File: config.mk
export PLATFORM = sky130hd
export DESIGN_NAME = mul_issue_sched
export DESIGN_NICKNAME = d
export VERILOG_FILES = /design/src/rtl/mul_issue_sched.sv
export SDC_FILE = /design/constraint.sdc
export NUM_CORES = 1
export LEC_CHECK = 0
export ABC_CLOCK_PERIOD_IN_PS = 11950
export CAP_MARGIN = 15
export CORE_AREA = 2 2 176 178
export DETAILED_ROUTE_END_ITERATION = 6
export DIE_AREA = 0 0 178 180
export SLEW_MARGIN = 20
export SYNTH_ARGS = -nofsm -noshare
export SYNTH_HDL_FRONTEND = slang
export SYNTH_SLANG_ARGS = --single-unit
File: constraint.sdc
create_clock -name clk -period 11.95 [get_ports clk]
set_clock_uncertainty 0.15 [all_clocks]
set_input_delay 2.9875 -clock clk [delete_from_list [all_inputs] [get_ports clk]]
set_output_delay 2.9875 -clock clk [all_outputs]
set_load 0.02 [all_outputs]
File: src/rtl/mul_issue_sched.sv
// mul_issue_sched: round-robin multiply issue, flush squash, divider completion sharing.
// Define MUL_ISSUE_SCHED_PERF_EN to add perf_issued/perf_bubbles/perf_squashed counters.
module mul_issue_sched #(
  parameter int LAT = 3,
  parameter int STARVE = 4
) (
  input  logic             clk,
  input  logic             reset,
  input  logic [1:0]       rs_valid,
  output logic [1:0]       rs_ready,
  input  logic [1:0][7:0]  rs_opcode,
  input  logic [1:0][31:0] rs_src_A,
  input  logic [1:0][31:0] rs_src_B,
  input  logic [1:0][63:0] rs_src_hilo,
  input  logic [1:0][4:0]  rs_rob_ptr,
  input  logic [1:0][5:0]  rs_gpr_ptr,
  input  logic [1:0][1:0]  rs_hilo_ptr,
  input  logic             flush,
  output logic             mul_go,
  output logic [7:0]       mul_opcode,
  output logic [31:0]      mul_src_A,
  output logic [31:0]      mul_src_B,
  output logic [63:0]      mul_src_hilo,
  output logic [4:0]       mul_rob_ptr,
  output logic [5:0]       mul_gpr_ptr,
  output logic [1:0]       mul_hilo_ptr,
  input  logic             mul_complete,
  input  logic             div_cpl_req,
  output logic             div_cpl_gnt,
`ifdef MUL_ISSUE_SCHED_PERF_EN
  output logic [31:0]      perf_issued,
  output logic [31:0]      perf_bubbles,
  output logic [31:0]      perf_squashed,
`endif
  output logic             cpl_valid
);
  localparam int CW = $clog2(STARVE + 1);
  logic [LAT-1:0] inflight;
  logic [CW-1:0] starve_cnt;
  logic pref, sel, bubble_force, xfer;
  always_comb begin
    bubble_force = starve_cnt == CW'(STARVE);
    sel = &rs_valid ? pref : rs_valid[1];
    xfer = |rs_valid & ~(reset | flush | bubble_force);
    rs_ready = xfer ? (sel ? 2'b10 : 2'b01) : 2'b00;
    cpl_valid = mul_complete & inflight[LAT-1];
    // multiply completion has fixed latency, so it always owns the port when present
    div_cpl_gnt = div_cpl_req & ~inflight[LAT-1] & ~reset;
  end
  always_ff @(posedge clk or posedge reset)
    if (reset) begin
      pref <= 1'b0;
      starve_cnt <= '0;
      inflight <= '0;
      mul_go <= 1'b0;
      mul_opcode <= '0;
      mul_src_A <= '0;
      mul_src_B <= '0;
      mul_src_hilo <= '0;
      mul_rob_ptr <= '0;
      mul_gpr_ptr <= '0;
      mul_hilo_ptr <= '0;
    end else begin
      mul_go <= xfer;
      if (xfer) begin
        pref <= ~sel;
        mul_opcode <= rs_opcode[sel];
        mul_src_A <= rs_src_A[sel];
        mul_src_B <= rs_src_B[sel];
        mul_src_hilo <= rs_src_hilo[sel];
        mul_rob_ptr <= rs_rob_ptr[sel];
        mul_gpr_ptr <= rs_gpr_ptr[sel];
        mul_hilo_ptr <= rs_hilo_ptr[sel];
      end
      inflight <= flush ? '0 : LAT'({inflight, mul_go});
      starve_cnt <= (div_cpl_gnt | flush) ? '0 :
                    (div_cpl_req & ~bubble_force) ? starve_cnt + CW'(1) : starve_cnt;
    end
`ifdef MUL_ISSUE_SCHED_PERF_EN
  always_ff @(posedge clk or posedge reset)
    if (reset) begin
      perf_issued <= '0;
      perf_bubbles <= '0;
      perf_squashed <= '0;
    end else begin
      perf_issued <= perf_issued + 32'(xfer);
      perf_bubbles <= perf_bubbles + 32'(bubble_force);
      perf_squashed <= perf_squashed + 32'(mul_complete & ~inflight[LAT-1]);
    end
`endif
endmodule

## Yosys cells after proc, flatten, opt, wreduce, memory -nomap -nowiden

Cells that the tools add are included.

- Output and inout port bits: 154
- Logic and storage cells: 50
- Input port bits: 305
- Register bits after elaboration: 157

- Equal/unequal tests: 1
- Add/sub/neg operators: 1
- Reduce and logical (&&, ||, !) cells: 3
- $lt $le $gt $ge: 1
- Bitwise gates (word level): 13
- Muxes and demuxes: 20

Operator list:

| operator | count |
|---|---|
| 2-to-1 mux 32 bit | 4 |
| 2-to-1 mux 64 bit | 2 |
| 2-to-1 mux 8 bit | 2 |
| 2-to-1 mux 6 bit | 2 |
| 2-to-1 mux 5 bit | 2 |
| 2-to-1 mux 3 bit | 3 |
| 2-to-1 mux 2 bit | 4 |
| AND 1 bit | 5 |
| NOT 1 bit | 5 |
| adder 3 x 1 -> 3 bit (second input constant) | 1 |
| equality test 3 bit (second input constant) | 1 |
| OR 1 bit | 3 |
| < comparator 1 x 2 -> 1 bit (second input constant) | 1 |
| AND reduction 2 bit | 1 |
| nonzero test 2 bit | 1 |
| OR reduction 2 bit | 1 |
| 2-to-1 mux 1 bit | 1 |

## Logic depth before layout (Yosys ltp)

Gate-level depths: netlist of run 1.

- Depth in word-level cells: 5
- Mapped depth: 8
- Mapped depth without buffers: 5

## Worst setup path after synthesis of run 1

Ideal clock, no wire load.

- Path kind: input to output
- From: in rs_valid[1]
- To: out rs_ready[1]
- Path slack: 4.562 ns
- Stages on the path: 4
- Arrival time: 4.250 ns
- Data required time: 8.812 ns
- Cell sequence: buf_2 -> clkbuf_1 -> clkbuf_1 -> nor3b_1

- Longest elaborated chain between the ends: 4

RTL lines:

| what | line | text |
|---|---|---|
| start, declared | 9 | `input logic [1:0] rs_valid,` |
| AND reduction 2 bit | 43 | `sel = &rs_valid ? pref : rs_valid[1];` |
| 2-to-1 mux 1 bit | 43 |  |
| 2-to-1 mux 2 bit | 45 | `rs_ready = xfer ? (sel ? 2'b10 : 2'b01) : 2'b00;` |
| 2-to-1 mux 2 bit (*) | 45 |  |
| end, declared | 10 | `output logic [1:0] rs_ready,` |

Mark *: on every way between the ends. The rest lies on a longest branch, timed or not.

## Worst setup path in the final report of run 1

- From: in reset
- To: out rs_ready[0]

- Longest elaborated chain between the ends: 5

RTL lines:

| what | line | text |
|---|---|---|
| start, declared | 8 | `input logic reset,` |
| OR 1 bit (2 in series) | 44 | `xfer = \|rs_valid & ~(reset \| flush \| bubble_force);` |
| NOT 1 bit | 44 |  |
| AND 1 bit | 44 |  |
| 2-to-1 mux 2 bit | 45 |  |

Every way passes these cells.

==> results of run 1 <==
==> power breakdown <==
group	internal, mW	switching [mW]	leakage, nW
clock network	0.319	0.233	0.269
registers	0.632	0.0612	1.96
logic	0.347	0.308	2.85
==> worst paths after layout <==
path / endpoint / slack, ns / depth (start not counted)
max: rs_ready[0] / 3.29 / 4
min in group asynchronous: mul_rob_ptr[0] / 3.09 / 2
max reg2reg: mul_src_B[23] / 8.53 / 6
max in group asynchronous: mul_src_hilo[54] / 7.11 / 3
min: inflight[1] / 0.34 / 1
min reg2reg: inflight[1] / 0.34 / 1
==> registers in the layout (all words and copies together) (netlist names), 2 cells and up <==
signal        flops
mul_gpr_ptr       6
mul_rob_ptr       5
inflight          3
mul_opcode        8
mul_src_B        32
mul_src_A        32
starve_cnt        3
mul_hilo_ptr      2
mul_src_hilo     64
==> cells in the mapped netlist (all sizes together) <==
| master | number | area [sq um] |
|---|---|---|
| a211o | 1 | 8.76 |
| a211oi | 1 | 20.0 |
| a21boi | 1 | 7.51 |
| a21oi | 2 | 10.0 |
| a221o | 149 | 1490 |
| a31oi | 1 | 6.26 |
| and2 | 1 | 6.26 |
| and3 | 1 | 6.26 |
| and4b | 1 | 10.0 |
| buf | 47 | 243 |
| clkbuf | 37 | 139 |
| dfrtp | 157 | 3930 |
| ha | 2 | 25.0 |
| inv | 4 | 15.0 |
| mux2i | 1 | 10.0 |
| nand2 | 150 | 563 |
| nor2 | 2 | 7.51 |
| nor2b | 4 | 25.0 |
| nor3 | 150 | 751 |
| nor3b | 2 | 15.0 |
| o21ai | 1 | 8.76 |
| or2 | 1 | 6.26 |
| xnor2 | 1 | 8.76 |
==> layout make-up <==
cell class / instances / area share (%)
multi-input cells: 472 / 23.8
flip-flops and latches: 157 / 31.0
repair buffers: 466 / 36.7
well taps: 396 / 3.90
clock inverters: 9 / 0.887
clock buffers: 22 / 3.66
inverters: 4 / 0.158
==> stage by stage <==
stage / instance area [sq um] / utilization (%) / hold slack (ns) / cells / setup WS (ns)
after floorplan: 7310 / - / 0.289 / 717 / 4.56
after global routing: 12700 / 42.0 / 0.353 / 1526 / 3.13
after CTS: 12700 / 42.0 / 0.342 / 1526 / 3.23
final: 12700 / 42.0 / 0.338 / 1526 / 3.29
after detailed placement: 12100 / 40.1 / 0.340 / 1495 / 3.22
after global placement: 12100 / 40.1 / 0.315 / 1495 / 3.24
==> cells by family after synthesis <==
logic type | count (synthesis)
multiplexers | 1
adder cells (fa/ha/maj) | 2
flip-flops | 157
buffers and inverters | 88
AND/OR/NAND/NOR | 312
XOR/XNOR | 1
AO/OA/AOI/OAI | 156
==> cells in the final DEF (no fill, tap or decap), types with 3 or more instances in the layout <==
cell / n
inv_1: 3
clkbuf_16: 17
buf_4: 8
clkbuf_1: 3
nand2_1: 150
nor2b_1: 3
clkdlybuf4s50_1: 457
a221o_1: 149
dfrtp_1: 157
clkinvlp_4: 4
nor3_1: 150
==> metal layers <==
layer	vias up	track usage (%)	part of all wire (%)
li1	3520	-	-
met1	3773	24.4	42
met2	320	30.9	48
met3	38	4.46	7.0
met4	0	6.69	2.4
met5	-	0	0
==> impl_metrics.ini, run 1 <==
[synth]
synth-compound-area-share_pct = 21.2
synth-seq-cells = 157
synthSimpleGateAreaFrac_pct = 19.0
ys_types = 26
synth_top_family_by_area = compound AO/OA/AOI/OAI gates
syn_nets = 1024
syn_avg_cell_area_sq_um = 10.2
syn_area_sq_um = 7310
synth_fa_ha_area_share_pct = 0.342
syn_inst = 717
synth_xor_area_share_pct = 0.120
synthMuxAreaShare_pct = 0.137
synth_seq_area_share_pct = 53.7
yosysWarnings = 0

[layout]
multi_input_area_sq_um = 3020
fillers = 2931
seqCellArea_sq_um = 3930
syn2layout_area_growth_pct = 73.6
nNetsFinal = 1425
antenna_cells = 0
drive_above_1_share_pct = 3.89

[die]
initial_utilization_pct = 24.2
dieHeight_microns = 180
die_area_sq_um = 32000
ioPinCount = 459
die_w_microns = 178
coreArea_sq_um = 30200
fp-row-count = 64

[global_routing]
grt_usage_pct = 19.0
grt_max_degree = 151
grt_pass1_vias = 7811
antenna_found_initial = 0
grt.overflow.total = 0
grt_pass1_wl_mm = 47.2

[worst_setup_path]
critPathLaunch = reset
worstSetupPathType = in2out
critical-path-slowest-cell = and3_4
crit_chain = clkdlybuf4s50_1 > a211oi_4 > and3_4 > clkdlybuf4s50_1
r2r-start = starve_cnt[0]
crit_family = buffers and inverters
startpoint_type = input port
crit_path_max_fanout = 71
crit_arrival_ns = 5.52
slowest_delay_ns = 0.82
crit_path_frequent_cell = clkdlybuf4s50_1
cp.required_ns = 8.81
worst-path-buf-inv = 2
end_kind = output port

[drt]
vias_per_cell = 5.01
drtAntennaViolNets = 0
dr.pass1.iters = 5
via_count = 7651
wl_per_cell_microns = 20.3
wirelength_mm = 31.0
drc_errors = 0
drtIter0Drc = 473

[pwr]
power_mw = 1.90
p_per_area_nw_per_um2 = 150
power_leakage_nw = 5.08
ir_drop_uv = 103

[place]
place_congestion = 0.788
io_buffers = 458
dp_hpwl_mm = 20.3

[sta]
setup_violations = 0
maxSlewHeadroom_pct = 35.9
layout_min_cycle_time_ns = 8.66
timing.setup.tns_ns = 0
rsz0062_at_grt = no
fmax_mhz = 116
slew_viol_final = 0
post-route-period-util_pct = 72.4
hold_viol = 0
worst_slew_pin_slew_ns = 0.962

[clocking]
clk_pin_slew_worst_paths_ns = 0.07
htreeDepth = 4
clkLatencyLatePin_ns = 0.42
cts_buffers = 17
holdBufCountCts = 0
clock-sinks = 157
postCtsSetupBuffers = 0
clockBufferDepth = 2
cts_tree = yes
root_buffer = clkbuf_16
ctsResizeCount = 0

[flow_run]
cap_violations = 0

[hold_path]
hold_start = inflight[0]
hold_path_class = reg2reg

[status]
status = completed
Power figures use the tool's default switching activity.
==> inputs of run 2 (changes only) <==
- ABC_CLOCK_PERIOD_IN_PS: 11950 -> 7200
- CORE_AREA: 2 2 176 178 -> 2 2 179 181
- DIE_AREA: 0 0 178 180 -> 0 0 181 183
- clock period: 11.95 -> 7.2 ns (I/O delays scaled with it)
==> impl_metrics.ini, run 2 (synthesized netlist as in run 1, its figures left out) <==
[place]
io_buffers = 458
place_congestion = 0.814
pre_cts_ws_ns = 1.51
dp_hpwl_mm = 20.6
dp_cells = 1504
dpl_cell_area_sq_um = 12100

[flow_run]
cap_violations = 0

[sta]
timing.setup.tns_ns = 0
worst_slew_pin_slew_ns = 0.993
post-route-period-util_pct = 78.8
fmax_mhz = 176
maxSlewHeadroom_pct = 33.8
slew_viol_final = 0
hold_viol = 0
layout_min_cycle_time_ns = 5.67
setup_violations = 0
timing.final.ws_setup_ns = 1.53
rsz0062_at_grt = no

[worst_setup_path]
crit_path_max_fanout = 4
crit_chain = clkdlybuf4s50_1 > a211o_4 > nor3b_1 > clkdlybuf4s50_1
critical-path-slowest-cell = clkdlybuf4s50_1
critPathLaunch = reset
slowest_delay_ns = 0.66
cp.required_ns = 5.25
startpoint_type = input port
crit_arrival_ns = 3.72
crit_path_frequent_cell = clkdlybuf4s50_1
end_kind = output port
r2r-start = starve_cnt[0]
worstSetupPathType = in2out

[drt]
drtAntennaViolNets = 0
drc_errors = 0
wirelength_mm = 31.2
vias_per_cell = 5.01
dr.pass1.iters = 5
drtIter0Drc = 439
via_count = 7689
wl_per_cell_microns = 20.3

[pwr]
p_clk_share_pct = 31.6
p_per_area_nw_per_um2 = 255
intPower_mw = 2.28
netSwitchingPower_uw = 994
ir_drop_uv = 163
power_mw = 3.27
swShare_pct = 30.4
comb_power_share_pct = 33.1
p_seq_share_pct = 35.3
power_leakage_nw = 5.15

[layout]
final_cell_area_sq_um = 12800
seqCellArea_sq_um = 3930
multi_input_area_sq_um = 3020
fin_cells = 1535
fillers = 3063
largest-register = mul_src_hilo
drive_above_1_share_pct = 4.41
antenna_cells = 0
syn2layout_area_growth_pct = 75.2
nNetsFinal = 1428
top_regs = mul_src_hilo: 64 flops, mul_src_A: 32 flops, mul_src_B: 32 flops
layout_common_cells = clkdlybuf4s50_1 (457), dfrtp_1 (157), nand2_1 (150), nor3_1 (150), a221o_1 (149)
mostFrequentLayoutCell = clkdlybuf4s50_1
largest_register_ffs = 64

[clocking]
ctsResizeCount = 0
cts_tree = yes
postCtsSetupBuffers = 0
clk_pin_slew_worst_paths_ns = 0.06
htreeDepth = 4
clockBufferDepth = 2
root_buffer = clkbuf_16
clkLatencyLatePin_ns = 0.43
cts_buffers = 17
holdBufCountCts = 0
clock-sinks = 157

[die]
die_w_microns = 181
initial_utilization_pct = 23.4
die_area_sq_um = 33100
coreArea_sq_um = 31200
dieHeight_microns = 183
ioPinCount = 459
fp-row-count = 65

[global_routing]
grt_pass1_vias = 7872
grt_pass1_wl_mm = 48.2
grt_usage_pct = 18.6
grt_max_degree = 80
antenna_found_initial = 0
grt.overflow.total = 0

[hold_path]
hold_path_class = reg2reg
hold_start = inflight[1]

[status]
status = completed
-- run 2: cell types whose count changed in the layout (fill, tap and decap cells not counted) --
cell        delta
buf_4          +3
bufinv_16      +3
clkbuf_1       -3
clkinvlp_4     -3
clkbuf_8       +2
clkinv_2       +1
clkinv_4       +1
inv_6          -1
-- run 2: through the flow --
step | hold slack (ns) | util (%)
2_1_floorplan | 0.289 | -
3_3_place_gp | 0.313 | 38.9
6_report | 0.327 | 41.0
5_1_grt | 0.335 | 41.0
3_5_place_dp | 0.311 | 38.9
4_1_cts | 0.327 | 41.0
-- run 2: critical path, delay by kind of cell --
kind | cells | cell delay, ns
AOI/OAI and AO/OA | 1 | 0.39
buffers and inverters | 2 | 1.25
and+or+nand+nor | 1 | 0.27
-- run 2: power by group through the flow --
stage | combinational (mW) | sequential (mW) | clock, mW
detailed placement | 1.09 | 1.16 | 0
finish | 1.08 | 1.15 | 1.03
CTS | 1.09 | 1.15 | 1.07
global route | 1.15 | 1.18 | 1.10
floorplan | 0.285 | 1.36 | 0
global placement | 1.09 | 1.16 | 0
-- run 2: cell type report --
class                           instances  area share [%]
Inverter                                4           0.156
Multi-Input combinational cell        472            23.5
Timing Repair Buffer                  469            36.5
Clock inverter                         10            1.45
Clock buffer                           21            3.75
Tap cell                              402            3.93
Sequential cell                       157            30.7
-- run 2: final timing paths --
path                                         end  slack, ns  cells past startpoint
min in group asynchronous        mul_src_hilo[3]       1.91                      2
worst max-delay path                 rs_ready[1]       1.53                      4
max in group asynchronous       mul_src_hilo[51]       4.04                      3
worst min register to register       inflight[2]       0.33                      1
worst max register to register      mul_src_A[0]       3.70                      7
worst min-delay path                 inflight[2]       0.33                      1
-- run 2: layer usage --
metal | part of all wire [%] | global-route usage, % | vias up
met4 | 2.4 | 7.22 | 0
li1 | - | - | 3522
met2 | 48 | 29.8 | 327
met1 | 43 | 24.3 | 3806
met3 | 7.2 | 4.79 | 34
met5 | 0 | 0 | -
==> inputs of run 3 (changes only) <==
- ABC_CLOCK_PERIOD_IN_PS: 7200 -> 5300
- CORE_AREA: 2 2 179 181 -> 2 2 176 178
- DIE_AREA: 0 0 181 183 -> 0 0 178 180
- clock period: 7.2 -> 5.3 ns (I/O delays scaled with it)
==> impl_metrics.ini, run 3 (synthesized netlist as in run 1, its figures left out) <==
[clocking]
clockBufferDepth = 2
root_buffer = clkbuf_16
cts_buffers = 17
holdBufCountCts = 0
clock-sinks = 157
clk_pin_slew_worst_paths_ns = 0.07
htreeDepth = 4
cts_tree = yes
ctsResizeCount = 0
clkLatencyLatePin_ns = 0.43
postCtsSetupBuffers = 0

[die]
coreArea_sq_um = 30200
die_w_microns = 178
die_area_sq_um = 32000
ioPinCount = 459
fp-row-count = 64
initial_utilization_pct = 24.2
dieHeight_microns = 180

[pwr]
netSwitchingPower_mw = 1.37
intPower_mw = 3.00
p_clk_share_pct = 30.5
swShare_pct = 31.4
p_per_area_nw_per_um2 = 343
p_seq_share_pct = 35.9
ir_drop_uv = 211
comb_power_share_pct = 33.7
power_leakage_nw = 5.11

[worst_setup_path]
crit_path_max_fanout = 4
reg2reg_slack_ns = 1.83
crit_family = buffers and inverters
worst-path-buf-inv = 2
end_kind = output port
crit_path_frequent_cell = clkdlybuf4s50_1
crit_chain = clkdlybuf4s50_1 > a211o_4 > nor3b_1 > clkdlybuf4s50_1
startpoint_type = input port
worstSetupPathType = in2out
cp.required_ns = 3.83
critical-path-slowest-cell = clkdlybuf4s50_1
crit_arrival_ns = 3.24
slowest_delay_ns = 0.68

[drt]
drc_errors = 0
drtIter0Drc = 416
drtAntennaViolNets = 0
wirelength_mm = 31.5
vias_per_cell = 4.98
wl_per_cell_microns = 20.6
dr.pass1.iters = 5
via_count = 7628

[layout]
largest_register_ffs = 64
syn2layout_area_growth_pct = 74.5
drive_above_1_share_pct = 4.32
fillers = 2926
mostFrequentLayoutCell = clkdlybuf4s50_1
largest-register = mul_src_hilo
multi_input_area_sq_um = 3020
seqCellArea_sq_um = 3930
final_cell_area_sq_um = 12800
top_regs = mul_src_hilo: 64 flops, mul_src_A: 32 flops, mul_src_B: 32 flops
layout_common_cells = clkdlybuf4s50_1 (457), dfrtp_1 (157), nand2_1 (150), nor3_1 (150), a221o_1 (149)
nNetsFinal = 1428

[sta]
slew_viol_final = 0
rsz0062_at_grt = no
fmax_mhz = 212
timing.final.ws_setup_ns = 0.582
timing.setup.tns_ns = 0
hold_viol = 0
layout_min_cycle_time_ns = 4.72
post-route-period-util_pct = 89.0
maxSlewHeadroom_pct = 36.3
setup_violations = 0
worst_slew_pin_slew_ns = 0.955

[place]
dp_hpwl_mm = 20.8
io_buffers = 458
place_congestion = 0.795
dpl_cell_area_sq_um = 12100
pre_cts_ws_ns = 0.490

[global_routing]
grt.overflow.total = 0
antenna_found_initial = 2
grt_max_degree = 158
grt_pass1_wl_mm = 47.6
grt_usage_pct = 19.3
grt_pass1_vias = 7783

[status]
status = completed

[flow_run]
cap_violations = 0

[hold_path]
hold_path_class = reg2reg
==> run 3: area by class of cell <==
class,count,share of cell area (%)
timing repair buffer,469,36.7
tap,396,3.88
clock inverter,13,1.50
clock buffer,18,3.36
multi-input combinational,472,23.6
antenna,2,0.0392
sequential,157,30.8
inverter,4,0.147
==> run 3: path summary, 6_finish.rpt <==
path | start | endpoint | cells past startpoint
hold / removal | inflight[0] | inflight[1] | 1
setup reg to reg | starve_cnt[0] | mul_rob_ptr[0] | 7
max in group asynchronous | reset | mul_src_B[4] | 3
hold reg to reg | inflight[0] | inflight[1] | 1
setup / recovery | reset | rs_ready[1] | 4
min in group asynchronous | reset | starve_cnt[2] | 3
==> run 3: layer usage <==
layer | up-vias | global-route usage, % | routed length, microns
met5 | - | 0 | 0
met4 | 0 | 7.11 | 829
met3 | 50 | 5.54 | 2490
met2 | 329 | 31.3 | 15200
met1 | 3718 | 24.2 | 13100
li1 | 3531 | - | -
==> run 3: power by group through the flow <==
stage / combinational [mW] / clock, mW / sequential [mW]
floorplan: 0.388 / 0 / 1.84
global placement: 1.48 / 0 / 1.58
detailed placement: 1.49 / 0 / 1.58
CTS: 1.49 / 1.38 / 1.57
global route: 1.56 / 1.43 / 1.60
finish: 1.47 / 1.33 / 1.57
==> run 3: metrics by stage <==
step	hold WS (ns)	utilization [%]	power (mW)	cells
6_report	0.332	42.3	4.37	1531
5_1_grt	0.364	42.3	4.58	1531
4_1_cts	0.335	42.3	4.43	1529
3_5_place_dp	0.320	40.2	3.07	1498
3_3_place_gp	0.312	40.2	3.06	1498
2_1_floorplan	0.289	-	2.23	717
